===== src/rtl/osd_pkg.sv =====
// osd_pkg: shared constants and state type for the OSD SPI receive path.
// Holds command opcodes, buffer geometry and the receiver state enum.
package osd_pkg;
    localparam logic [4:0] OSD_CMD_WRITE  = 5'b00100;
    localparam logic [6:0] OSD_CMD_ENABLE = 7'b0100000;
    localparam int         OSD_LINES      = 8;
    localparam int         OSD_LINE_BYTES = 256;
    typedef enum logic [1:0] {IDLE, CMD, PAYLOAD, DISCARD} osd_state_e;
endpackage


===== src/rtl/osd_sync.sv =====
// osd_sync: N-stage single-bit synchroniser into the pclk domain.
// Ports: pclk, reset_n (sync active-low, clears the chain), d (async in), q (synced out).
module osd_sync #(
    parameter int N = 2
) (
    input  logic pclk,
    input  logic reset_n,
    input  logic d,
    output logic q
);
    logic [N-1:0] ff_q, ff_d;

    always_comb ff_d = {ff_q[N-2:0], d};

    always_ff @(posedge pclk) begin
        if (!reset_n) ff_q <= '0;
        else          ff_q <= ff_d;
    end

    assign q = ff_q[N-1];
endmodule


===== src/rtl/osd_spi_rx.sv =====
// osd_spi_rx: pclk-domain SPI slave decoding the OSD command stream.
// Ports: pclk, reset_n (sync active-low); sck/ss/sdi asynchronous SPI pins;
// osd_enable (OSD visible flag); wr_en/wr_addr/wr_data character-buffer write
// port; busy (high while a transaction is open).
// Build option OSD_SPI_DECIMATE_EN: only odd payload bytes are written, at
// half the byte pointer, for the half-resolution buffer.
module osd_spi_rx
    import osd_pkg::*;
#(
    parameter int SYNC_STAGES = 2,
    parameter int ADDR_W      = $clog2(OSD_LINES * OSD_LINE_BYTES)
) (
    input  logic              pclk,
    input  logic              reset_n,
    input  logic              sck,
    input  logic              ss,
    input  logic              sdi,
    output logic              osd_enable,
    output logic              wr_en,
    output logic [ADDR_W-1:0] wr_addr,
    output logic [7:0]        wr_data,
    output logic              busy
);
    logic sck_s, ss_s, sdi_s;
    logic sck_rise, ss_fall, byte_done;
    logic [7:0] byte_v;

    osd_sync #(.N(SYNC_STAGES)) u_sync_sck (.pclk(pclk), .reset_n(reset_n), .d(sck), .q(sck_s));
    osd_sync #(.N(SYNC_STAGES)) u_sync_ss  (.pclk(pclk), .reset_n(reset_n), .d(ss),  .q(ss_s));
    osd_sync #(.N(SYNC_STAGES)) u_sync_sdi (.pclk(pclk), .reset_n(reset_n), .d(sdi), .q(sdi_s));

    osd_state_e        state_q, state_d;
    logic              sck_prev_q, sck_prev_d;
    logic              ss_prev_q, ss_prev_d;
    logic [2:0]        cnt_q, cnt_d;
    logic [6:0]        sr_q, sr_d;
    logic [ADDR_W-1:0] ptr_q, ptr_d;
    logic              osd_enable_q, osd_enable_d;
    logic              wr_en_q, wr_en_d;
    logic [ADDR_W-1:0] wr_addr_q, wr_addr_d;
    logic [7:0]        wr_data_q, wr_data_d;

    always_comb begin
        sck_rise     = sck_s & ~sck_prev_q;
        // ss_prev resets low, so a select already held low across reset is not a fall
        ss_fall      = ss_prev_q & ~ss_s;
        byte_done    = sck_rise && cnt_q == 3'd7;
        // sr holds only the 7 earlier bits; the 8th comes straight from the synced pin
        byte_v       = {sr_q, sdi_s};
        sck_prev_d   = sck_s;
        ss_prev_d    = ss_s;
        state_d      = state_q;
        cnt_d        = cnt_q;
        sr_d         = sck_rise ? byte_v[6:0] : sr_q;
        ptr_d        = ptr_q;
        osd_enable_d = osd_enable_q;
        wr_en_d      = 1'b0;
        wr_addr_d    = wr_addr_q;
        wr_data_d    = wr_data_q;
        if (state_q != IDLE && sck_rise) cnt_d = cnt_q + 3'd1;
        if (ss_s && state_q != IDLE) begin
            state_d = IDLE;
            cnt_d   = 3'd0;
        end else begin
            unique case (state_q)
                IDLE: begin
                    cnt_d = 3'd0;
                    if (ss_fall) state_d = CMD;
                end
                CMD: begin
                    if (byte_done) begin
                        state_d = byte_v[7:3] == OSD_CMD_WRITE ? PAYLOAD : DISCARD;
                        if (byte_v[7:3] == OSD_CMD_WRITE) ptr_d = ADDR_W'({byte_v[2:0], 8'h00});
                        if (byte_v[7:1] == OSD_CMD_ENABLE) osd_enable_d = byte_v[0];
                    end
                end
                PAYLOAD: begin
                    if (byte_done) begin
                        ptr_d = ptr_q + ADDR_W'(1);
`ifdef OSD_SPI_DECIMATE_EN
                        wr_en_d = ptr_q[0];
                        if (ptr_q[0]) begin
                            wr_addr_d = {1'b0, ptr_q[ADDR_W-1:1]};
                            wr_data_d = byte_v;
                        end
`else
                        wr_en_d   = 1'b1;
                        wr_addr_d = ptr_q;
                        wr_data_d = byte_v;
`endif
                    end
                end
                default: ;
            endcase
        end
    end

    always_ff @(posedge pclk) begin
        if (!reset_n) begin
            state_q      <= IDLE;
            sck_prev_q   <= 1'b0;
            ss_prev_q    <= 1'b0;
            cnt_q        <= '0;
            sr_q         <= '0;
            ptr_q        <= '0;
            osd_enable_q <= 1'b0;
            wr_en_q      <= 1'b0;
            wr_addr_q    <= '0;
            wr_data_q    <= '0;
        end else begin
            state_q      <= state_d;
            sck_prev_q   <= sck_prev_d;
            ss_prev_q    <= ss_prev_d;
            cnt_q        <= cnt_d;
            sr_q         <= sr_d;
            ptr_q        <= ptr_d;
            osd_enable_q <= osd_enable_d;
            wr_en_q      <= wr_en_d;
            wr_addr_q    <= wr_addr_d;
            wr_data_q    <= wr_data_d;
        end
    end

    assign osd_enable = osd_enable_q;
    assign wr_en      = wr_en_q;
    assign wr_addr    = wr_addr_q;
    assign wr_data    = wr_data_q;
    assign busy       = state_q != IDLE;
endmodule


===== config.mk =====
export PLATFORM = sky130hd
export DESIGN_NAME = osd_spi_rx
export DESIGN_NICKNAME = d
export VERILOG_FILES = /design/src/rtl/osd_pkg.sv /design/src/rtl/osd_sync.sv /design/src/rtl/osd_spi_rx.sv
export SDC_FILE = /design/constraint.sdc
export NUM_CORES = 1
export LEC_CHECK = 0
export ABC_AREA = 1
export CAP_MARGIN = 40
export CORE_MARGIN = 2
export CORE_UTILIZATION = 25
export CTS_CLUSTER_DIAMETER = 30
export DETAILED_ROUTE_END_ITERATION = 10
export PLACE_DENSITY = 0.39
export SYNTH_ARGS = -nofsm -noshare
export SYNTH_HDL_FRONTEND = slang
export SYNTH_SLANG_ARGS = --single-unit

===== constraint.sdc =====
create_clock -name pclk -period 2.3 [get_ports pclk]
set_input_delay 0.575 -clock pclk [delete_from_list [all_inputs] [get_ports pclk]]
set_output_delay 0.575 -clock pclk [all_outputs]
set_load 0.02 [all_outputs]

==> impl_metrics.yaml, run 1 <==
pwr:
  power_density_mw_per_mm2: 602
  switching_share: 0.263
  pwr-share-comb: 0.097
  switchingPower_mw: 0.437
  p_leak_nw: 1.15
  internal_power_mw: 1.22
  peakVddDrop_v: 0.000262
  seqPwrFrac: 0.563
  clockPowerShare: 0.339
hold_path:
  hold_path_class: "reg2reg"
  hp-start: "u_sync_ss.ff_q[0]$_SDFF_PN0_"
  hold_end: "u_sync_ss.ff_q[1]$_SDFF_PN0_"
  min_delay_path_depth: 2
sta:
  finalSetupTns_ns: 0
  drv_slew: 0
  post-route-period-util: 0.802
  fmax_mhz: 542
  relSlewSlack: 0.719
  layout_setup_ws_ns: 0.456
  skew_ns: 0.0109
  finalHoldViolCount: 0
  fin_crit_ns: 1.84
  worst_slew_pin_slew_ns: 0.420
  setup_violations: 0
  rsz0062_at_grt: "false"
synth:
  synthCells: 305
  syn_avg_cell_area_sq_um: 7.46
  ys_seq_area_frac: 0.458
  synth-main-ff-cell: "dfxtp_1"
  synth_edf_count: 0
  syn_nets: 316
  syn-cell-area_sq_mm: 0.00227
  synth_cell_types: 27
  async_reset_ff_frac: 0
  yosysWarnings: 0
  ys_seq_elements: 52
global_route:
  grt_pass1_vias: 1818
  grt_max_degree: 30
  gr-total-overflow: 0
  antenna_found_initial: 0
  grt_usage: 0.114
  grt_pass1_wl_mm: 9.03
critical_path:
  path_cells: "inv_1 -> ha_1 -> inv_2 -> dlymetal6s2s_1"
  required_ns: 1.73
  cp_top_family: "buffers and inverters"
  cp-startpoint: "state_q[0]$_SDFFE_PP0P_"
  cpPeakStageDelay_ns: 0.35
  crit_cells: 4
  rr_worst_depth: 7
  crit_arrival_ns: 1.27
  path_buf_inv: 3
  path_max_fanout: 4
  rrSetupSlack_ns: 0.53
  criticalPathCategory: "reg2out"
  worst_setup_path_end_kind: "output port"
  timing.rr.start: "state_q[0]$_SDFFE_PP0P_"
  crit_path_start_kind: "flop"
  worst_path_max_delay_cell: "dfxtp_1"
  reg2reg_to: "wr_data[1]$_SDFFE_PN0P_"
clock_network:
  cts_tree: "done"
  path_clk_slew_ns: 0.10
  htree_num_levels: 2
  clock_latency_ns: 0.31
  cts.sinks: 52
  cts_buffers: 5
  cts_root_buffer: "clkbuf_8"
  cts_max_path_buffers: 2
  cts_hold_buf: 0
layout:
  finalNonFillerCells: 442
  drive_above_1_share: 0.0988
  area_growth_pct: 21.3
  layout_commonest_cell: "nand2_1"
  final_cell_mix: "63 x nand2_1, 52 x dfxtp_1, 38 x nor2_1"
  fillers: 971
  nets: 344
  n_antenna_cell: 0
floorplan:
  ios: 27
  initial_utilization: 0.260
  coreArea_sq_mm: 0.00876
  die_h_um: 99.4
  fp.dieArea_sq_mm: 0.00988
  core.rowCount: 34
  die_w_um: 99.4
place:
  dp_hpwl_mm: 3.74
  dp.cells: 434
  gp_routability_congestion: 0.739
  pre_cts_ws_ns: 0.418
  port_buffers: 26
route:
  wl_per_cell_um: 11.8
  first_pass_iters: 4
  ant_nets: 0
  num_vias: 1861
  first_iter_violations: 73
  viasPerCell: 4.21
  routed_wl_mm: 5.20
  drc_errors: 0
run:
  drv_cap: 0
status:
  status: "complete, no violations"
==> flip-flops by register name (all words and copies together), names as in the netlist <==
name             flops
u_sync_ss.ff_q       2
u_sync_sdi.ff_q      2
sck_prev_q           1
osd_enable           1
wr_en                1
state_q              2
u_sync_sck.ff_q      2
wr_addr             11
ss_prev_q            1
ptr_q               11
sr_q                 7
wr_data              8
cnt_q                3
==> cells in the mapped netlist (4+ instances only) <==
cell type | instances | area share
dfxtp_1 | 52 | 0.46
ha_1 | 6 | 0.033
nand3_1 | 13 | 0.029
a21oi_1 | 18 | 0.040
nor2_1 | 38 | 0.063
inv_2 | 4 | 0.0066
o21ai_0 | 22 | 0.048
a21oi_2 | 11 | 0.042
nor3_1 | 4 | 0.0088
clkbuf_1 | 4 | 0.0066
o21ai_1 | 12 | 0.026
nand2_1 | 63 | 0.10
inv_1 | 37 | 0.061
==> area by class of cell <==
cell class	count	area, sq um	area share
sequential	52	1040	0.377
multi-input combinational	201	1020	0.368
timing repair buffer	31	313	0.113
inverter	42	158	0.0571
tap	108	135	0.0490
clock buffer	6	82.6	0.0299
clock inverter	2	13.8	0.00499
==> per-stage QoR <==
| stage | power [mW] | util | hold slack (ns) | area [sq um] |
|---|---|---|---|---|
| floorplan | 1.07 | - | 0.390 | 2270 |
| global placement | 1.12 | 0.304 | 0.395 | 2660 |
| detailed placement | 1.12 | 0.304 | 0.399 | 2660 |
| CTS | 1.70 | 0.315 | 0.423 | 2760 |
| global route | 1.76 | 0.315 | 0.452 | 2760 |
| finish | 1.66 | 0.315 | 0.421 | 2760 |
==> per-layer routing <==
layer	routed length, um	GRT usage	vias up
met1	2880	0.170	801
met2	2070	0.163	31
met3	189	0.0232	5
li1	-	-	1024
met4	56	0.0348	0
met5	0	0	-
==> how the worst max path moves through the flow <==
| stage | endpoint | slack (ns) |
|---|---|---|
| 6_report | busy | 0.46 |
| 2_1_floorplan | wr_addr[0]$_SDFFE_PN0P_ | 0.85 |
| 3_3_place_gp | busy | 0.42 |
| 3_5_place_dp | busy | 0.42 |
| 4_1_cts | busy | 0.05 |
| 5_1_grt | wr_addr[0]$_SDFFE_PN0P_ | 0.37 |
==> worst min-delay path, stage by stage (launching register included) <==
cell	delay, ns
dfxtp_1	0.31
nand2_1	0.06
inv_1	0.03
==> power groups by stage <==
stage	Combinational (mW)	Clock, mW	Sequential, mW
4_1_cts	0.164	0.597	0.936
5_1_grt	0.189	0.629	0.939
6_report	0.161	0.564	0.936
2_1_floorplan	0.113	0	0.952
3_5_place_dp	0.164	0	0.957
3_3_place_gp	0.164	0	0.957
==> cells by family after synthesis <==
group,share of synthesized area
buffers and inverters,0.0957
flip-flops,0.458
XOR/XNOR,0.0116
adder cells (fa/ha/maj),0.0330
AND/OR/NAND/NOR,0.239
AO/OA/AOI/OAI,0.163
==> timing repair <==
action | 4_1_cts | 5_1_grt
setup buffers | 0 | 0
resized for setup | 0 | 1
setup endpoints to repair | 0 | 1
Note: power is estimated with default switching activity, not from simulation.
==> inputs of run 2 (changes only) <==
--- a/config.mk
+++ b/config.mk
@@ -11,7 +11,7 @@
 export CORE_UTILIZATION = 25
 export CTS_CLUSTER_DIAMETER = 30
 export DETAILED_ROUTE_END_ITERATION = 10
-export PLACE_DENSITY = 0.39
+export PLACE_DENSITY = 0.4
 export SYNTH_ARGS = -nofsm -noshare
 export SYNTH_HDL_FRONTEND = slang
 export SYNTH_SLANG_ARGS = --single-unit
==> constraint.sdc (replaced) <==
create_clock -name pclk -period 1.6 [get_ports pclk]
set_input_delay 0.4 -clock pclk [delete_from_list [all_inputs] [get_ports pclk]]
set_output_delay 0.4 -clock pclk [all_outputs]
set_load 0.02 [all_outputs]
==> impl_metrics.yaml, run 2 (same netlist as run 1, synthesis figures left out) <==
floorplan:
  die_w_um: 99.4
  ios: 27
  coreArea_sq_mm: 0.00876
  fp.dieArea_sq_mm: 0.00988
  core.rowCount: 34
  die_h_um: 99.4
  initial_utilization: 0.260
global_route:
  grt_pass1_vias: 1767
  gr-total-overflow: 0
  grt_max_degree: 24
  grt_usage: 0.111
  grt_pass1_wl_mm: 8.71
  antenna_found_initial: 0
clock_network:
  clock_latency_ns: 0.31
  cts.sinks: 52
  cts_buffers: 5
  cts_hold_buf: 0
  cts_tree: "done"
  htree_num_levels: 2
  cts_max_path_buffers: 2
  cts_root_buffer: "clkbuf_8"
  path_clk_slew_ns: 0.10
place:
  gp_routability_congestion: 0.747
  pre_cts_ws_ns: -0.0493
  dp.cells: 451
  dp_hpwl_mm: 3.91
  port_buffers: 26
critical_path:
  crit_path_start_kind: "flop"
  crit_arrival_ns: 1.84
  rrSetupSlack_ns: 0.02
  required_ns: 1.86
  criticalPathCategory: "reg2reg"
  path_max_fanout: 7
  worst_setup_path_end_kind: "flop"
pwr:
  peakVddDrop_v: 0.000416
  power_density_mw_per_mm2: 871
  p_leak_nw: 1.40
  total_power_mw: 2.74
route:
  first_pass_iters: 4
  wl_per_cell_um: 12.3
  viasPerCell: 4.33
  routed_wl_mm: 5.73
  num_vias: 2020
  first_iter_violations: 44
  drc_errors: 0
  ant_nets: 0
sta:
  worst_slew_pin_slew_ns: 0.293
  fin_hold_ws_ns: 0.410
  layout_setup_ws_ns: 0.0228
  relSlewSlack: 0.804
  fin_crit_ns: 1.58
  fmax_mhz: 634
  skew_ns: 0.0130
  post-route-period-util: 0.986
  rsz0062_at_grt: "true"
  drv_slew: 0
  setup_violations: 0
  finalHoldViolCount: 0
layout:
  final_util: 0.359
  drive_above_1_share: 0.223
  ff_latch_area_sq_mm: 0.00105
  fillers: 935
  area_growth_pct: 38.2
  multiInputGateArea_sq_mm: 0.00112
  finalNonFillerCells: 467
  layout_commonest_cell: "nand2_1"
  final_cell_mix: "63 x nand2_1, 48 x dfxtp_1, 37 x nor2_1"
  n_antenna_cell: 0
  nets: 369
run:
  drv_cap: 0
hold_path:
  hold_path_class: "reg2reg"
status:
  status: "complete, no violations"
[run 2: layout make-up]
| cell class | instances | area share |
|---|---|---|
| multi-input combinational | 201 | 0.355 |
| sequential | 52 | 0.333 |
| timing repair buffer | 56 | 0.174 |
| inverter | 42 | 0.0509 |
| tap | 108 | 0.0430 |
| clock buffer | 5 | 0.0219 |
| clock inverter | 3 | 0.0219 |
[run 2: routing by layer]
metal,track usage,routed length (um)
met1,0.153,2900
met2,0.170,2580
met3,0.0274,181
met4,0.0390,68
met5,0,0
[run 2: repair_timing]
action                                 in CTS  in global routing
setup buffers                               0                  4
endpoints found under the hold margin       0                  0
setup endpoints to repair                  27                 35
cloned                                      0                  5
pin swaps                                   0                 16
gates resized for setup                    27                 34
[run 2: worst max-delay path: stages, from the launching register on]
cell	delay [ns]
dfxtp_2	0.37
ha_4	0.14
ha_4	0.14
nand3_4	0.08
nor2_4	0.12
inv_2	0.06
nor2_8	0.24
clkbuf_16	0.21
o21ai_1	0.06
nor2_1	0.10
[run 2: metrics by stage]
step,area [sq um],TNS [ns]
after CTS,2900,0
after detailed placement,2790,-0.0493
final,3140,0
after global routing,3140,-0.537
after global placement,2790,-0.0418
after floorplan,2270,0
[run 2: final timing paths]
| check | startpoint | to | depth (start not counted) |
|---|---|---|---|
| max | cnt_q[1]$_SDFFE_PP0P_ | wr_data[3]$_SDFFE_PN0P_ | 9 |
| min | u_sync_sdi.ff_q[0]$_SDFF_PN0_ | u_sync_sdi.ff_q[1]$_SDFF_PN0_ | 2 |
| max reg2reg | cnt_q[1]$_SDFFE_PP0P_ | wr_data[3]$_SDFFE_PN0P_ | 9 |
| min reg2reg | u_sync_sdi.ff_q[0]$_SDFF_PN0_ | u_sync_sdi.ff_q[1]$_SDFF_PN0_ | 2 |
[run 2: where the power goes]
group / internal (mW) / total (mW) / leakage (nW) / switching (mW)
logic: 0.116 / 0.291 / 0.911 / 0.175
registers: 1.33 / 1.35 / 0.423 / 0.0215
clock network: 0.630 / 1.10 / 0.0687 / 0.471
